==> config.mk <==
export PLATFORM = sky130hd
export DESIGN_NAME = fsm_word_serializer_flat
export DESIGN_NICKNAME = d
export VERILOG_FILES = /design/src/rtl/fsm_word_serializer_if.sv /design/src/rtl/fsm_word_serializer.sv /design/src/flat_wrapper.sv
export SDC_FILE = /design/constraint.sdc
export NUM_CORES = 1
export LEC_CHECK = 0
export ABC_AREA = 1
export CORE_AREA = 2 2 39 41
export DETAILED_ROUTE_END_ITERATION = 12
export DIE_AREA = 0 0 41 43
export GPL_ROUTABILITY_DRIVEN = 0
export GPL_TIMING_DRIVEN = 0
export HOLD_SLACK_MARGIN = 0.05
export PLACE_DENSITY_LB_ADDON = 0.3
export SLEW_MARGIN = 10
export SYNTH_ARGS = -nofsm -noshare
export SYNTH_HDL_FRONTEND = slang
export SYNTH_SLANG_ARGS = --single-unit
==> constraint.sdc <==
create_clock -name clk -period 2.8 [get_ports clk]
set_input_delay 0.56 -clock clk [delete_from_list [all_inputs] [get_ports clk]]
set_output_delay 0.56 -clock clk [all_outputs]
set_load 0.03 [all_outputs]
==> src/rtl/fsm_word_serializer_if.sv <==
// Handshake bundle for fsm_word_serializer.
//   Upstream word side : in_data, in_valid (to block), in_ready (from block)
//   Downstream bit side: x, x_valid, x_first, x_last (from block), x_ready (to block)
//   Status             : busy (from block)
// The slave modport is the serializer's view; master is the view of whatever
// drives it (upstream producer plus downstream consumer).
interface fsm_word_serializer_if #(
  parameter int unsigned WIDTH = 8
);
  logic [WIDTH-1:0] in_data;
  logic             in_valid;
  logic             in_ready;
  logic             x;
  logic             x_valid;
  logic             x_first;
  logic             x_last;
  logic             x_ready;
  logic             busy;

  modport slave (
    input  in_data, in_valid, x_ready,
    output in_ready, x, x_valid, x_first, x_last, busy
  );

  modport master (
    output in_data, in_valid, x_ready,
    input  in_ready, x, x_valid, x_first, x_last, busy
  );
endinterface

==> src/rtl/fsm_word_serializer.sv <==
// Parallel-to-serial front end: accepts a WIDTH-bit word over valid/ready and
// emits it LSB first, one bit per x_valid && x_ready transfer, framed with
// x_first / x_last.
// Ports:
//   clk    - rising-edge clock
//   rst_n  - synchronous active-low reset
//   bus    - fsm_word_serializer_if.slave (word input, serial output, busy)
module fsm_word_serializer #(
  parameter int unsigned WIDTH = 8
) (
  input  logic                   clk,
  input  logic                   rst_n,
  fsm_word_serializer_if.slave   bus
);

  localparam int unsigned     CW       = $clog2(WIDTH);
  localparam logic [CW-1:0]   CNT_LAST = CW'(WIDTH - 1);

  typedef enum logic {
    IDLE  = 1'b0,
    SHIFT = 1'b1
  } state_t;

  state_t           state_q;
  logic [WIDTH-1:0] sreg_q;
  logic [CW-1:0]    cnt_q;

  logic on_last;
  logic xfer;
  logic accept;

  assign on_last = (state_q == SHIFT) && (cnt_q == CNT_LAST);
  assign xfer    = (state_q == SHIFT) && bus.x_ready;

  // Ready is combinational from x_ready so a new word can be taken on the
  // same edge the previous word's last bit leaves (no bubble). Gated by
  // rst_n so nothing is accepted while reset is asserted.
  assign bus.in_ready = rst_n && ((state_q == IDLE) || (on_last && bus.x_ready));
  assign accept       = bus.in_valid && bus.in_ready;

  always_ff @(posedge clk) begin
    if (!rst_n) begin
      state_q <= IDLE;
      sreg_q  <= '0;
      cnt_q   <= '0;
    end else begin
      unique case (state_q)
        IDLE: begin
          if (accept) begin
            sreg_q  <= bus.in_data;
            cnt_q   <= '0;
            state_q <= SHIFT;
          end
        end
        SHIFT: begin
          if (xfer) begin
            if (on_last) begin
              if (accept) begin
                sreg_q <= bus.in_data;
                cnt_q  <= '0;
              end else begin
                sreg_q  <= '0;
                cnt_q   <= '0;
                state_q <= IDLE;
              end
            end else begin
              sreg_q <= sreg_q >> 1;
              cnt_q  <= cnt_q + CW'(1);
            end
          end
        end
        default: begin
          state_q <= IDLE;
        end
      endcase
    end
  end

  // Outputs decode directly from registered state only (no input paths).
  assign bus.busy    = (state_q == SHIFT);
  assign bus.x_valid = (state_q == SHIFT);
  assign bus.x       = (state_q == SHIFT) && sreg_q[0];
  assign bus.x_first = (state_q == SHIFT) && (cnt_q == '0);
  assign bus.x_last  = on_last;

endmodule

==> src/flat_wrapper.sv <==
// flat-port wrapper written by rule: the top's interface ports become plain ports
module fsm_word_serializer_flat 
#(
  parameter int unsigned WIDTH = 8
)
  (clk, rst_n, bus_in_data, bus_in_valid, bus_x_ready, bus_in_ready, bus_x, bus_x_valid, bus_x_first, bus_x_last, bus_busy);
  fsm_word_serializer_if #(.WIDTH(WIDTH)) bus_i ();
  input  logic clk;
  input  logic rst_n;
  input wire logic [$bits(bus_i.in_data)-1:0] bus_in_data;
  input wire logic [$bits(bus_i.in_valid)-1:0] bus_in_valid;
  input wire logic [$bits(bus_i.x_ready)-1:0] bus_x_ready;
  output wire logic [$bits(bus_i.in_ready)-1:0] bus_in_ready;
  output wire logic [$bits(bus_i.x)-1:0] bus_x;
  output wire logic [$bits(bus_i.x_valid)-1:0] bus_x_valid;
  output wire logic [$bits(bus_i.x_first)-1:0] bus_x_first;
  output wire logic [$bits(bus_i.x_last)-1:0] bus_x_last;
  output wire logic [$bits(bus_i.busy)-1:0] bus_busy;
  assign bus_i.in_data = bus_in_data;
  assign bus_i.in_valid = bus_in_valid;
  assign bus_i.x_ready = bus_x_ready;
  assign bus_in_ready = bus_i.in_ready;
  assign bus_x = bus_i.x;
  assign bus_x_valid = bus_i.x_valid;
  assign bus_x_first = bus_i.x_first;
  assign bus_x_last = bus_i.x_last;
  assign bus_busy = bus_i.busy;
  fsm_word_serializer #(.WIDTH(WIDTH)) u_core (.clk(clk), .rst_n(rst_n), .bus(bus_i));
endmodule
# --- After elaboration in Yosys (flattened, before gate mapping) ---
# Cells that the tools add are included.
word_totals:
  mem_bits_ro: 0
  latch_bits: 0
  out_inout_bits: 6
  n_memories: 0
  ram_bits: 0
  ff_bits: 12
  in_bits: 12
classes:
  add_sub_neg: 1
  muxes: 13
  reduce_logical: 10
  eq_ne: 3
  shift: 0
  mul: 0
  magnitude_cmp: 0
  n_bitwise: 1
  n_div: 0
op_table:
  columns: ["operator", "n"]
  rows:
  - ["2-to-1 mux 8 bit", 4]
  - ["case mux 8 bit (2 select lines)", 1]
  - ["2-to-1 mux 3 bit", 3]
  - ["logical AND 1 bit", 7]
  - ["case mux 3 bit (2 select lines)", 1]
  - ["adder 3 x 1 -> 3 bit, second input constant", 1]
  - ["equality test 3 bit, second input constant", 1]
  - ["zero test 3 bit", 1]
  - ["2-to-1 mux 1 bit", 3]
  - ["inequality test 2 x 1 -> 1 bit, second input constant", 1]
  - ["inequality test 2 bit, second input constant", 1]
  - ["case mux 1 bit (2 select lines)", 1]
  - ["AND reduction 2 bit", 1]
  - ["logical OR 1 bit", 1]
  - ["NOT 1 bit", 1]

# --- Depth between registers and ports, before layout ---
# Gate-level depths: netlist (run 1).
logic_depth:
  ltp_word: 10
  mapped_depth: 8
  depth_no_buf: 8

# --- Worst setup path after synthesis (run 1) ---
# No wires, ideal clock.
synth_timing:
  path_kind: "register -> output"
  from: "register u_core.cnt_q[1]"
  to: "output port bus_in_ready"
  path_stages_with_launch: 7
  arrival_ns: 1.293
  required_ns: 2.240
  setup_slack_ns: 0.947
  cell_sequence: "dfxtp_1 ha_1 ha_1 nand2_1 nand2_1 inv_1 nor2_1"
synth_via:
  elab_chain_cells: 5
synth_rtl:
  columns: ["element", "line", "rtl"]
  rows:
  - ["start: declaration", "fsm_word_serializer.sv:26", "logic [CW-1:0] cnt_q;"]
  - ["start signal: assignment", "fsm_word_serializer.sv:68", "cnt_q <= cnt_q + CW'(1);"]
  - ["equality test 3 bit", "fsm_word_serializer.sv:32", "assign on_last = (state_q == SHIFT) && (cnt_q == CNT_LAST);"]
  - ["logical AND 1 bit", "fsm_word_serializer.sv:32", null]
  - ["logical AND 1 bit", "fsm_word_serializer.sv:38", "assign bus.in_ready = rst_n && ((state_q == IDLE) || (on_last && bus.x_ready));"]
  - ["logical OR 1 bit", "fsm_word_serializer.sv:38", null]
  - ["logical AND 1 bit", "fsm_word_serializer.sv:38", null]
  - ["end: declaration", "flat_wrapper.sv:13", "output wire logic [$bits(bus_i.in_ready)-1:0] bus_in_ready;"]
# No other way between the ends.

# --- Worst setup path after layout (run 1) ---
layout_timing:
  from: "register u_core.cnt_q[0]"
  to: "output port bus_x_last"
layout_via:
  elab_chain_cells: 2
layout_rtl:
  columns: ["element", "line", "rtl"]
  rows:
  - ["equality test 3 bit", "fsm_word_serializer.sv:32", null]
  - ["logical AND 1 bit", "fsm_word_serializer.sv:32", null]
  - ["end: declaration", "flat_wrapper.sv:17", "output wire logic [$bits(bus_i.x_last)-1:0] bus_x_last;"]
# No other way between the ends.

==> results.sh, run 1 <==
export IMPL_antenna_left=0
export IMPL_hold_viol_final=0
export IMPL_ys_async_sr_fraction_pct=0
export IMPL_dp_hpwl_um=830
export IMPL_clock_root_buffer="clkbuf_4"
export IMPL_use_met3_pct=4.71
export IMPL_area_growth_pct=39.5
export IMPL_synthTopCellsByArea="dfxtp_1, a21oi_1, nand2_1"
export IMPL_crit_arrival_ns=1.82
export IMPL_die_y_um=43
export IMPL_worstPathRequired_ns=2.24
export IMPL_ys_warn_count=0
export IMPL_drtIter0Drc=11
export IMPL_io_buffers=17
export IMPL_p_seq_share_pct=46.5
export IMPL_r2r_start="u_core.cnt_q[0]"
export IMPL_hold_start="u_core.cnt_q[1]"
export IMPL_cts_max_level=1
export IMPL_startpoint_type="flip-flop"
export IMPL_combPwrFrac_pct=19.5
export IMPL_synthTopCellsByCount="a21oi_1, nand2_1, dfxtp_1, o21ai_0, inv_1"
export IMPL_worstMarginPinSlew_ns=0.328
export IMPL_post_drt_wl_per_cell_um=9.90
export IMPL_met2_usage_pct=23.4
export IMPL_rsz0062_at_grt="false"
export IMPL_clockPowerShare_pct=34.0
export IMPL_syn_area_um2=579
export IMPL_critical_path_startpoint="u_core.cnt_q[0]"
export IMPL_cp_slowest_cell="clkdlybuf4s50_1"
export IMPL_synthFlopType="dfxtp_1"
export IMPL_wl_mm=1.18
export IMPL_outcome="finished, final reports clean"
export IMPL_slew_headroom_pct=78.1
export IMPL_path_max_fanout=5
export IMPL_synth_top_cell_area_share_pct=41.5
export IMPL_fin_crit_ns=2.38
export IMPL_yosys_area_top_type="dfxtp_1"
export IMPL_switching_share_pct=27.4
export IMPL_antenna_cells=0
export IMPL_fillers=137
export IMPL_tns_ns=0
export IMPL_syn_area_per_cell_um2=7.06
export IMPL_skew_ns=0.00427
export IMPL_syn_nets=97
export IMPL_start_util_pct=41.9
export IMPL_worst_path_buf_inv=2
export IMPL_cp_depth=5
export IMPL_io_pins=18
export IMPL_ff2ff_setup_slack_ns=1.31
export IMPL_period_share_pct=85.2
export IMPL_die_area_um2=1760
export IMPL_layout_nets=119
export IMPL_grt_pass1_wl_mm=1.97
export IMPL_clkTransAtPathRegs_ns=0.08
export IMPL_grt_use_total_pct=16.4
export IMPL_crit_family="buffers and inverters"
export IMPL_endpoint="bus_x_last"
export IMPL_switching_power_mw=0.113
export IMPL_seq_area_frac_synth_pct=41.5
export IMPL_synth_edf_count=0
export IMPL_busiest_layer="met2"
export IMPL_drc=0
export IMPL_end_kind="output port"
export IMPL_grt_max_degree=11
export IMPL_slowest_delay_ns=0.65
export IMPL_first_pass_iters=3
export IMPL_clock_sinks=12
export IMPL_grt_remaining_overflow=0
export IMPL_use_met1_pct=21.7
export IMPL_cts_tree="built"
export IMPL_syn_inst=82
export IMPL_setup_viol=0
export IMPL_internal_power_mw=0.300
export IMPL_post_cts_buffers=0
export IMPL_die_x_um=41
export IMPL_core_area_um2=1380
export IMPL_worstReg2RegEnd="u_core.sreg_q[0]"
export IMPL_min_path_type="reg -> reg"
export IMPL_p_leak_nw=0.385
export IMPL_clk_latency_ns=0.28
export IMPL_synthMostInstantiatedCell="a21oi_1"
export IMPL_crit_top_cell="ha_1"
export IMPL_vias_per_cell=4.89
export IMPL_fmax_ghz=0.419
export IMPL_crit_type="reg -> out"
export IMPL_num_rows=14
export IMPL_slew_viol_final=0
export IMPL_drive_gt1_share_pct=9.71
export IMPL_cts_path_max_buffers=2
export IMPL_p_per_area_nw_per_um2=512
export IMPL_first_global_vias=479
export IMPL_cts_resized=0
export IMPL_worstPathCellList="ha_1, ha_1, nand2_1, inv_1, clkdlybuf4s50_1"
export IMPL_hold_buffers=0
export IMPL_cts_buffers=3
export IMPL_vias=582
export IMPL_synth_seq_cells=12
export IMPL_drv_cap=0
export IMPL_antenna_found_initial=0
export IMPL_peakVddDrop_uv=407
export IMPL_post_route_util_pct=58.4
export IMPL_synth_cell_types=14
export IMPL_reg2reg_depth=8
how the worst min path moves through the flow:
stage	to	slack (ns)	cells after the start
final	u_core.cnt_q[1]	0.48	2
after global routing	u_core.sreg_q[7]	0.50	2
after CTS	u_core.sreg_q[7]	0.48	2
after detailed placement	u_core.sreg_q[7]	0.47	2
after global placement	u_core.sreg_q[7]	0.46	2
after floorplan	u_core.sreg_q[7]	0.44	2
through the flow:
stage | instance area (um2) | setup slack, ns | total power [mW] | std cells | hold WS, ns
6_report | 808 | 0.415 | 0.414 | 119 | 0.484
5_1_grt | 808 | 0.293 | 0.436 | 119 | 0.503
4_1_cts | 806 | 0.0424 | 0.418 | 119 | 0.485
3_5_place_dp | 769 | 0.0483 | 0.278 | 115 | 0.472
3_3_place_gp | 769 | 0.0610 | 0.277 | 115 | 0.461
2_1_floorplan | 579 | 0.947 | 0.242 | 82 | 0.445
per-layer routing:
metal / routed length (um) / vias to the layer above
li1: - / 311
met1: 573 / 256
met2: 534 / 13
met3: 58 / 2
met4: 11 / 0
met5: 0 / -
flip-flops by register name, summed over array words and instances, names as in the netlist:
register and cells:
u_core.cnt_q 3, u_core.bus.busy 1, u_core.sreg_q 8
layout make-up:
class	instances	area [um2]	area share (%)
Clock buffer	4	36.3	4.49
Multi-Input combinational cell	58	289	35.8
Buffer	2	12.5	1.55
Tap cell	16	20.0	2.48
Timing Repair Buffer	17	173	21.4
Inverter	10	37.5	4.64
Sequential cell	12	240	29.7
cell usage in the layout, fill, tap and decap left out, types with 2 or more instances in the layout:
cell / Yosys / routed
clkdlybuf4s50_1: 0 / 16
nand2_1: 17 / 17
ha_1: 3 / 3
inv_1: 8 / 8
clkbuf_4: 0 / 3
dfxtp_1: 12 / 12
o21ai_0: 9 / 9
a21oi_1: 18 / 18
nand3_1: 3 / 3
inv_2: 2 / 2
nor2_1: 5 / 5
cell families after synthesis:
family / after synthesis / synth area share [%]
AND/OR/NAND/NOR: 28 / 20.1
AO/OA/AOI/OAI: 27 / 23.3
buffers and inverters: 12 / 8.64
flip-flops: 12 / 41.5
adder cells (fa/ha/maj): 3 / 6.48
power groups by stage:
stage                     Clock, mW  Sequential [mW]  Combinational (mW)
after global placement            0            0.196              0.0806
after global routing          0.153            0.194              0.0902
after detailed placement          0            0.196              0.0819
after floorplan                   0            0.196              0.0460
after CTS                     0.143            0.192              0.0822
final                         0.141            0.192              0.0807
worst min-delay path, delay by kind of cell, from the launching register on:
family | cells | cell delay [ns]
flops | 1 | 0.33
simple gates | 1 | 0.06
compound gates | 1 | 0.05
Note: power is estimated with default switching activity, not from simulation.
==> inputs of run 2 (changes only) <==
SKIP_LAST_GASP = 1   (was not set)
==> results of run 2 <==
Same layout as run 1: the final DEF is identical, and so are final timing and power.
==> variant 1 (config.mk and constraints of run 2) <==
`WIDTH` is set to 8 in 3 places; all go to 4.
--- a/src/rtl/fsm_word_serializer_if.sv
+++ b/src/rtl/fsm_word_serializer_if.sv
@@ -5,7 +5,7 @@
 // The slave modport is the serializer's view; master is the view of whatever
 // drives it (upstream producer plus downstream consumer).
 interface fsm_word_serializer_if #(
-  parameter int unsigned WIDTH = 8
+  parameter int unsigned WIDTH = 4
 );
   logic [WIDTH-1:0] in_data;
   logic             in_valid;
--- a/src/rtl/fsm_word_serializer.sv
+++ b/src/rtl/fsm_word_serializer.sv
@@ -6,7 +6,7 @@
 //   rst_n  - synchronous active-low reset
 //   bus    - fsm_word_serializer_if.slave (word input, serial output, busy)
 module fsm_word_serializer #(
-  parameter int unsigned WIDTH = 8
+  parameter int unsigned WIDTH = 4
 ) (
   input  logic                   clk,
   input  logic                   rst_n,
--- a/src/flat_wrapper.sv
+++ b/src/flat_wrapper.sv
@@ -1,7 +1,7 @@
 // flat-port wrapper written by rule: the top's interface ports become plain ports
 module fsm_word_serializer_flat 
 #(
-  parameter int unsigned WIDTH = 8
+  parameter int unsigned WIDTH = 4
 )
   (clk, rst_n, bus_in_data, bus_in_valid, bus_x_ready, bus_in_ready, bus_x, bus_x_valid, bus_x_first, bus_x_last, bus_busy);
   fsm_word_serializer_if #(.WIDTH(WIDTH)) bus_i ();
Ports: changed (resized bus_in_data); port bits go from 18 to 14. The function was not compared with the original's and may differ.
==> variant 1 against run 2 <==
Area after synthesis decreased by 30%. Final area down 28%. Sequential power shrank 43%. Sequential share of layout area down 5.7 points. Utilization shrank 16 points. Power fell by 35%. Worst setup slack got worse by 300 ps. Fmax fell by 11%. Sequential cell count decreased by 5. Critical path depth fell by 1. Die area unchanged. Routed wire length is 26% lower. Combinational power fell by 21%. Largest cell class unchanged.
==> variant 1: results (changes against run 2) <==
met2 Resource Use GR=0.163 (-0.0719); compound-cell area share of the yosys netlist=0.123 (-0.111); Peak VDD IR=183 uV (-55%); Layout non-clock buf frac=0.255 (+0.0257); Final Skew=4.42 ps (+0.153 ps); vias in the first global route=367 (-23%); max FFs per register=4 (-4); outcome=finished, final reports clean; min-delay src=u_core.sreg_q[3]; multi-input gate share of the layout cell area=0.362 (+0.00430); Finished Core Util=0.422 (-0.162); Syn-to-layout area delta=43.3%; Port Buffers=13 (-4); Synthesized Nets=71 (-27%); dpl ws=119 ps (+71.0 ps); multi-input gates=42 (-28%); adder-cell share of the synthesized area=0.0613 (-0.00345); Synth top cells by count=nand2_1 (14), inv_1 (8), nor2_1 (8); Clk pin slew, worst setup/hold paths=50 ps (-30 ps); layout cells sized above 1=0.141 (+0.0439); initial DRC count=7 (-4); Metal-1 WL=388 um (-32%); Yosys cell types=15 (+1); Worst R2R Setup Slack=1540 ps (+230 ps); Final Non-Filler Cells=94 (-21%); Total Routing Usage GR=0.124 (-0.0401); Pleak=0.282 nW (-27%)
[variant 1: cell count changes after synthesis, sizes merged, moves of 3 or more]
cell / before / now
nor2: 6 / 9
dfxtp: 12 / 7
a21oi: 18 / 6
o21ai: 9 / 4
[variant 1: worst max path at each step]
stage | start | endpoint | slack [ps]
after detailed placement | rst_n | bus_in_ready | 120
final | rst_n | bus_in_ready | 110
after global routing | rst_n | bus_in_ready | 30
after CTS | rst_n | bus_in_ready | 110
after global placement | rst_n | bus_in_ready | 120
after floorplan | u_core.cnt_q[1] | bus_in_ready | 1300
[variant 1: power breakdown]
group | switching [mW] | total [mW] | internal [mW]
clock | 0.0386 | 0.0930 | 0.0545
combinational | 0.0344 | 0.0638 | 0.0294
sequential | 0.00369 | 0.110 | 0.107
[variant 1: worst max-delay path, delay by kind of cell]
| kind | cells | cell delay, ps |
|---|---|---|
| AND/OR/NAND/NOR | 1 | 130 |
| buffers and inverters | 3 | 1430 |
==> variant 2 (flow settings as in run 2) <==
Made on the original files. Reset style: asynchronous (`rst_n`), changed in one clocked block. Comments in the files are not updated.
--- a/src/rtl/fsm_word_serializer.sv
+++ b/src/rtl/fsm_word_serializer.sv
@@ -38,7 +38,7 @@
   assign bus.in_ready = rst_n && ((state_q == IDLE) || (on_last && bus.x_ready));
   assign accept       = bus.in_valid && bus.in_ready;
 
-  always_ff @(posedge clk) begin
+  always_ff @(posedge clk or negedge rst_n) begin
     if (!rst_n) begin
       state_q <= IDLE;
       sreg_q  <= '0;
Check against the original RTL: differs if rst_n is asserted again (counterexample within 4 cycles, from zero or initial values and one cycle with rst_n low); with rst_n held inactive, the same outputs for 10 cycles.
==> variant 2 against run 2 <==
Register-to-register slack got worse by 50 ps. Via count decreased by 0.86%. Sequential share of layout area increased by 6.1 points. Worst setup slack got worse by 250 ps. Sequential cell count unchanged. Routed wire length increased by 3.0%. Area after synthesis increased by 6.5%. Global-route usage increased by 0.27 points. Hold slack got worse by 300 ps. Final area increased by 3.7%. Critical path type is now in -> out. Highest routed layer unchanged.
Power is not compared: it rests on default switching activity, and its combinational part moved more than twofold at a synthesized area within 25%.
==> variant 2: results (changes against run 2) <==
H-tree depth=1 (unchanged); largest net degree at the start of global routing=16 (+5); number of gates resized after cts=1 (+1); Pleak=0.402 nW; clock latency on the worst-skew pair=270 ps; Top reg by flops=u_core.sreg_q; Worst Hold Class=in -> async; HPWL Detailed=917 um (+10%); Final Skew=5.14 ps (+0.872 ps); DP Cell Count=110 (-4.3%); wirelength, routed=1210 um (+3.0%); Total Routing Usage GR=0.166 (+0.00269); DRT Pass-1 Iters=4 (+1); YS warnings=0 (unchanged); outcome=finished, final reports clean; vias in the first global route=494 (+3.1%); Synthesized Nets=92 (-5.2%); clk buf depth=2 (unchanged); Crit Path Max Fanout=3 (-2); Peak VDD IR=498 uV; Vias/cell=5.06 (+3.5%); synth top area cells=dfrtp_1 (49%), nand2_1 (13%), a21oi_1 (11%); Primary FF master, synth=dfrtp_1; Syn Inst Count=77 (-6.1%); sequential fraction of the synthesis area=0.487 (+0.0721); Clock Tree Root=clkbuf_4; actual slew at the worst max-slew pin=389 ps (+60.4 ps); first-pass GRT wire length=2000 um (+1.4%); Clk pin slew, worst setup/hold paths=80 ps (about the same); CP max-delay cell=clkdlybuf4s50_1; CTS Buf Count=3 (unchanged); Post-synth ARST share=1.00 (+1.00); Setup Buffers After CTS=0 (unchanged); Yosys cell types=13 (-1); diode count=0 (unchanged); slowest cell delay on critical path=710 ps (+60 ps); layout cells sized above 1=0.112 (+0.0152); cell family with most CP delay=buffers and inverters; dpl ws=-262 ps (-310 ps); antenna violations before repair=0 (unchanged); max FFs per register=8 (unchanged); Net Sw Power=0.378 mW; FILL cells=129 (-5.8%); Port Buffers=17 (unchanged); vias=577 (-0.86%); Synth top cells by count=nand2_1 (21), a21oi_1 (14), dfrtp_1 (12); initial DRC count=17 (+6)
[variant 2: logic make-up after synthesis]
family	Yosys count	synth area share
flip-flops	12	0.487
AO/OA/AOI/OAI	17	0.142
AND/OR/NAND/NOR	36	0.237
adder cells (fa/ha/maj)	3	0.0609
buffers and inverters	9	0.0730
[variant 2: final timing paths]
path	end	slack, ps	startpoint	cells past startpoint
worst max-delay path	bus_in_ready	170	bus_x_ready	4
worst min-delay path	u_core.sreg_q[7]	180	rst_n	1
worst max register to register	u_core.sreg_q[5]	1260	u_core.cnt_q[0]	5
worst min register to register	u_core.sreg_q[7]	490	u_core.sreg_q[7]	2
max in group asynchronous	u_core.sreg_q[1]	2350	rst_n	1
min in group clk	u_core.sreg_q[7]	490	u_core.sreg_q[7]	2
[variant 2: area by class of cell]
class | instances | share of cell area
well taps | 16 | 0.0239
plain buffers | 3 | 0.0269
inverters | 6 | 0.0269
repair buffers | 17 | 0.197
clock buffers | 4 | 0.0433
flip-flops and latches | 12 | 0.358
multi-input cells | 56 | 0.324
[variant 2: through the flow]
| stage | utilization | area, um^2 |
|---|---|---|
| after floorplan | - | 617 |
| after global routing | 0.606 | 838 |
| final | 0.606 | 838 |
| after CTS | 0.608 | 842 |
| after global placement | 0.583 | 807 |
| after detailed placement | 0.583 | 807 |
[variant 2: layer usage]
layer	up-vias	part of all wire	GRT usage
li1	291	-	-
met1	267	0.42	0.211
met2	17	0.51	0.259
met3	2	0.052	0.0314
met4	0	0.0099	0.0800
met5	-	0	0
[variant 2: power groups by stage]
stage / clock (mW) / combinational, mW / sequential (mW)
floorplan: 0 / 0.319 / 0.303
global placement: 0 / 0.467 / 0.295
detailed placement: 0 / 0.478 / 0.300
CTS: 0.141 / 0.479 / 0.297
global route: 0.149 / 0.529 / 0.308
finish: 0.139 / 0.470 / 0.296
